<file path="config.mk">
export PLATFORM = sky130hd
export DESIGN_NAME = wtm_pipe
export DESIGN_NICKNAME = d
export VERILOG_FILES = /design/src/rtl/wtm_pipe.sv
export SDC_FILE = /design/constraint.sdc
export NUM_CORES = 1
export LEC_CHECK = 0
export ABC_AREA = 1
export CAP_MARGIN = 20
export CORE_AREA = 5 5 101 103
export DETAILED_ROUTE_END_ITERATION = 10
export DIE_AREA = 0 0 106 108
export HOLD_SLACK_MARGIN = 0.02
export PLACE_DENSITY_LB_ADDON = 0.3
export SLEW_MARGIN = 20
export SYNTH_ARGS = -nofsm -noshare
export SYNTH_HDL_FRONTEND = slang
export SYNTH_SLANG_ARGS = --single-unit
</file>
<file path="constraint.sdc">
create_clock -name clock -period 5.7 [get_ports clock]
set_input_delay 1.71 -clock clock [delete_from_list [all_inputs] [get_ports clock]]
set_output_delay 1.71 -clock clock [all_outputs]
set_load 0.05 [all_outputs]
</file>
<file path="src/rtl/wtm_pipe.sv">
// wtm_pipe: 3-stage pipelined Wallace-tree multiplier, WIDTH x WIDTH -> 2*WIDTH.
//   S1: partial-product array, S2: Wallace reduction to sum/carry rows,
//   S3: carry-propagate add plus overflow flag.
// Optional macro WTM_SIGNED_EN adds an is_signed input selecting two's-complement
// operands (Baugh-Wooley partial products); default build is unsigned-only.
module wtm_pipe #(
  parameter int unsigned WIDTH = 5
) (
  input  logic               clock,
  input  logic               resetn,
  input  logic               in_valid,
  output logic               in_ready,
  input  logic [WIDTH-1:0]   in1,
  input  logic [WIDTH-1:0]   in2,
`ifdef WTM_SIGNED_EN
  input  logic               is_signed,
`endif
  output logic               out_valid,
  input  logic               out_ready,
  output logic [2*WIDTH-1:0] out,
  output logic               ovf
);

  localparam int unsigned PW = 2 * WIDTH;
  // Enough 3:2 layers to bring 32 rows down to 2; spare layers pass through.
  localparam int unsigned NL = 8;

  // Number of rows entering reduction layer l.
  function automatic int unsigned rows_at(input int unsigned l);
    int unsigned n;
    n = WIDTH;
    for (int unsigned k = 0; k < l; k++) begin
      if (n > 2) n = (n / 3) * 2 + (n % 3);
    end
    return n;
  endfunction

  logic              v1, v2, v3;
  logic              en1, en2, en3;
  logic [PW-1:0]     pp_d [WIDTH];
  logic [PW-1:0]     pp_q [WIDTH];
  logic [PW-1:0]     lay  [NL+1][WIDTH];
  logic [PW-1:0]     sum_q, carry_q;
  logic [PW-1:0]     full;
  logic              ovf_d;
`ifdef WTM_SIGNED_EN
  logic              sg1, sg2;
`endif

  // Stage enables: a stage advances when empty or when its successor advances.
  always_comb begin
    en3      = !v3 || out_ready;
    en2      = !v2 || en3;
    en1      = !v1 || en2;
    in_ready = en1;
  end

  assign out_valid = v3;

  // Partial-product rows; signed mode inverts the terms that involve exactly one
  // operand MSB and folds the two correction constants into free row bits.
  always_comb begin
    for (int unsigned i = 0; i < WIDTH; i++) begin
      pp_d[i] = '0;
      for (int unsigned j = 0; j < WIDTH; j++) begin
`ifdef WTM_SIGNED_EN
        pp_d[i][i+j] = (in1[j] & in2[i]) ^
                       (is_signed && ((i == WIDTH-1) != (j == WIDTH-1)));
`else
        pp_d[i][i+j] = in1[j] & in2[i];
`endif
      end
    end
`ifdef WTM_SIGNED_EN
    if (is_signed) begin
      pp_d[0][WIDTH]        = 1'b1;
      pp_d[WIDTH-1][PW-1]   = 1'b1;
    end
`endif
  end

  // Wallace tree: each layer groups rows in threes (3:2), a leftover pair goes
  // through a 2:2 compressor, a lone leftover row passes unchanged.
  for (genvar o = 0; o < WIDTH; o++) begin : g_l0
    assign lay[0][o] = pp_q[o];
  end

  for (genvar l = 0; l < NL; l++) begin : g_layer
    localparam int unsigned N = rows_at(l);
    localparam int unsigned F = N / 3;
    localparam int unsigned R = N % 3;
    for (genvar o = 0; o < WIDTH; o++) begin : g_row
      if (N <= 2) begin : g_pass
        if (o < N) begin : g_keep
          assign lay[l+1][o] = lay[l][o];
        end else begin : g_zero
          assign lay[l+1][o] = '0;
        end
      end else if (o / 2 < F) begin : g_fa
        localparam int unsigned B = 3 * (o / 2);
        if (o % 2 == 0) begin : g_sum
          assign lay[l+1][o] = lay[l][B] ^ lay[l][B+1] ^ lay[l][B+2];
        end else begin : g_cry
          assign lay[l+1][o] = ((lay[l][B]   & lay[l][B+1]) |
                                (lay[l][B]   & lay[l][B+2]) |
                                (lay[l][B+1] & lay[l][B+2])) << 1;
        end
      end else if (R == 2 && o == 2 * F) begin : g_hsum
        assign lay[l+1][o] = lay[l][3*F] ^ lay[l][3*F+1];
      end else if (R == 2 && o == 2 * F + 1) begin : g_hcry
        assign lay[l+1][o] = (lay[l][3*F] & lay[l][3*F+1]) << 1;
      end else if (R == 1 && o == 2 * F) begin : g_one
        assign lay[l+1][o] = lay[l][3*F];
      end else begin : g_none
        assign lay[l+1][o] = '0;
      end
    end
  end

  // Final carry-propagate add and overflow detection.
  always_comb begin
    full  = sum_q + carry_q;
    ovf_d = |full[PW-1:WIDTH];
`ifdef WTM_SIGNED_EN
    if (sg2) ovf_d = !((&full[PW-1:WIDTH-1]) || !(|full[PW-1:WIDTH-1]));
`endif
  end

  // Stage valid bits; cleared asynchronously so in-flight work is discarded.
  always_ff @(posedge clock or negedge resetn) begin
    if (!resetn) begin
      v1 <= 1'b0;
      v2 <= 1'b0;
      v3 <= 1'b0;
    end else begin
      if (en1) v1 <= in_valid;
      if (en2) v2 <= v1;
      if (en3) v3 <= v2;
    end
  end

  // Stage data registers; each loads only when a valid item moves into it.
  always_ff @(posedge clock or negedge resetn) begin
    if (!resetn) begin
      for (int unsigned i = 0; i < WIDTH; i++) pp_q[i] <= '0;
      sum_q   <= '0;
      carry_q <= '0;
      out     <= '0;
      ovf     <= 1'b0;
`ifdef WTM_SIGNED_EN
      sg1     <= 1'b0;
      sg2     <= 1'b0;
`endif
    end else begin
      if (en1 && in_valid) begin
        for (int unsigned i = 0; i < WIDTH; i++) pp_q[i] <= pp_d[i];
`ifdef WTM_SIGNED_EN
        sg1 <= is_signed;
`endif
      end
      if (en2 && v1) begin
        sum_q   <= lay[NL][0];
        carry_q <= lay[NL][1];
`ifdef WTM_SIGNED_EN
        sg2     <= sg1;
`endif
      end
      if (en3 && v2) begin
        out <= full;
        ovf <= ovf_d;
      end
    end
  end

endmodule
</file>
==> results.md <==
* GRT Total Usage at 9.25%
* # H-tree levels at 2
* Die H at 108 um
* F_max at 0.203 GHz
* Largest net degree at the start of global routing at 55
* Wirelength per Cell at 11.6 um
* Num rows at 35
* Drt drc at 0
* Post-synth EDFFs at 0
* Post-CTS Resized at 0
* First-pass GRT wire length at 8.60 mm
* Hold path depth at 2
* Area leader, netlist: dfrtp_1
* Grt ovf at 0
* Yosys cell types at 24
* RSZ-0062 raised after global routing: no
* Met3 wire len at 157 um
* Register area share after synthesis at 50.7%
* CTS root buf: clkbuf_8
* Detailed Route WL at 4.60 mm
* P per Cell Area at 437 mW/mm2
* Syn_area_per_cell at 10.4 um2
* Clk buf depth at 2
* Clk_lat worst skew at 300 ps
* Mapped cell area at 0.00267 mm2
* Postcts setup bufs at 0
* Hold Buf Count CTS at 0
* Critical path class: input port to output port
* CTS sink cnt at 54
* Share of cells above drive strength 1 at 10.5%
* Slew headroom at 54.4%
* Crit share post-route at 86.6%
* Highest routed layer: met4
* Primary FF master, synth: dfrtp_1
* Initial core utilization at 29.3%
* TNS Setup at 0 ps
* Initial antenna violation count at 0
* CTS tree: built
* N_diodes at 0
* DRT met1 WL at 2.18 mm
* CTS clk-pin slew, worst paths at 90 ps
* Register bit count reported by yosys at 54
* DR vias/cell at 4.35
* Leakage Power at 0.00154 uW
* Outcome: completed
* Total CTS buffers at 5
* R2r setup slk at 3450 ps
* Detailed-route via count at 1722
* GP Congestion at 0.733
* Min-delay src: sum_q[1]$_DFFE_PN0P_
* Setup crit end kind: output port
* Drt first pass iters at 4
* Max-slew violation count at 0
* Slowest CP cell: clkdlybuf4s50_1
* Final Hold Fails at 0
* Final #Nets at 325
* DPL Wire Length at 3.47 mm
* Crit-path cells: clkdlybuf4s50_1 > inv_1 > nand2_2 > nor2_4 > nand2_2 > clkdlybuf4s50_1
* Max Cap Viol at 0
* Syn nets at 297
* Number of global-route vias before repair at 1858
* Placement Setup Slack at 767 ps
* Synth top area cells: dfrtp_1 51%, nand2_1 11%, fa_1 8.3%
* Worst reg2reg path depth at 6
* Reg-to-Reg Start: lay[424]$_DFFE_PN0P_
* Share of Yosys cell area claimed by the top area cell type at 50.7%
* Synth async-reset ratio at 100%
* Tmin final at 4940 ps
* Worst IR Drop VDD at 0.000131 V
* Power, Total at 1370 uW
* Synth warn at 0
* Worst hold path type: flop to flop
* Full die area at 0.0114 mm2
* Core Region at 0.00911 mm2
* Ports at 27
* P&R area growth vs syn at 17.6%
* Worst-path maximum fanout at 3
* # setup viols final at 0
* Arr. time, crit path at 3230 ps
* Drt first-iter violations at 133
* I/O Buffers at 26
* Die W at 106 um
* Final setup margin at 764 ps
* Post-synthesis instance total at 257
* Metal2 WL at 2.22 mm
* Setup Skew at 4.28 ps
* Fin Hold WS at 479 ps
* Worst R2R End: sum_q[5]$_DFFE_PN0P_
* Number of routed nets with antenna violations at 0
* Slowest stage delay, CP at 800 ps
* Min-Delay Endpoint: out[1]$_DFFE_PN0P_
* Critical Path Start Type: input port
* Data required, critical path at 3990 ps
* Measured slew at the worst slew-check pin at 683 ps
final cells by class:
type | count | area [um2]
Clock buffer | 6 | 82.6
Clock inverter | 1 | 30.0
Fill cell | 928 | 5970
Inverter | 20 | 77.6
Multi-Input combinational cell | 177 | 1190
Sequential cell | 54 | 1350
Tap cell | 111 | 139
Timing Repair Buffer | 27 | 263
layer usage:
layer | global-route usage, % | vias to the layer above
met5 | 0 | -
met4 | 3.05 | 0
met3 | 2.33 | 2
met2 | 15.7 | 28
met1 | 11.6 | 809
li1 | - | 883
stage by stage:
step / instance area (um2) / util (%) / cells
after floorplan: 2670 / - / 257
after global placement: 3020 / 33.2 / 389
after detailed placement: 3020 / 33.2 / 389
after CTS: 3140 / 34.4 / 396
after global routing: 3140 / 34.4 / 396
final: 3140 / 34.4 / 396
sequential cells by signal, indices dropped and copies added (netlist names):
| name | flops |
|---|---|
| sum_q | 9 |
| carry_q | 6 |
| out_valid | 1 |
| v2 | 1 |
| lay | 25 |
| out | 10 |
| v1 | 1 |
| ovf | 1 |
worst max-delay path by stage:
stage,depth (start not counted),endpoint,slack (ps),from
after floorplan,4,in_ready,1820,out_ready
after global placement,6,in_ready,760,out_ready
after detailed placement,6,in_ready,770,out_ready
after CTS,6,in_ready,760,out_ready
after global routing,6,in_ready,720,out_ready
final,6,in_ready,760,out_ready
Yosys cell counts (2+ instances only):
cell type	n
dfrtp_1	54
a21oi_1	3
ha_1	15
mux2_4	5
buf_2	3
buf_4	2
nand3b_1	2
fa_1	11
nor2_1	6
nand2_1	81
o21ai_0	28
nand2_2	3
inv_1	16
inv_2	2
mux2_2	8
nand3_1	10
layout by cell type (no fill, tap or decap), types with 6 or more instances in the layout:
cell type | synthesis | routed
fa_1 | 11 | 11
nand2_1 | 81 | 81
ha_1 | 15 | 15
nand3_1 | 10 | 10
o21ai_0 | 28 | 28
dfrtp_1 | 54 | 54
inv_1 | 16 | 16
clkbuf_8 | 0 | 6
nor2_1 | 6 | 6
mux2_2 | 8 | 8
clkdlybuf4s50_1 | 0 | 25
cell families (layout without fill, tap and decap cells):
| family | after synthesis | in the layout | share of synthesized area (%) |
|---|---|---|---|
| AND/OR/NAND/NOR | 105 | 105 | 16.8 |
| flip-flops | 54 | 54 | 50.7 |
| AO/OA/AOI/OAI | 32 | 32 | 6.10 |
| adder cells (fa/ha/maj) | 26 | 26 | 15.3 |
| buffers and inverters | 26 | 54 | 4.60 |
| multiplexers | 13 | 13 | 6.19 |
| XOR/XNOR | 1 | 1 | 0.329 |
worst max-delay path: cells and delay by family:
kind,cells,cell delay (ps)
buf+inv,3,1300
simple gates,3,210
power by group:
part           switching, uW  internal (uW)
Combinational            337            231
Sequential              58.9            485
Clock                    117            141
Total                    513            857
(Power assumes the default switching activity.)
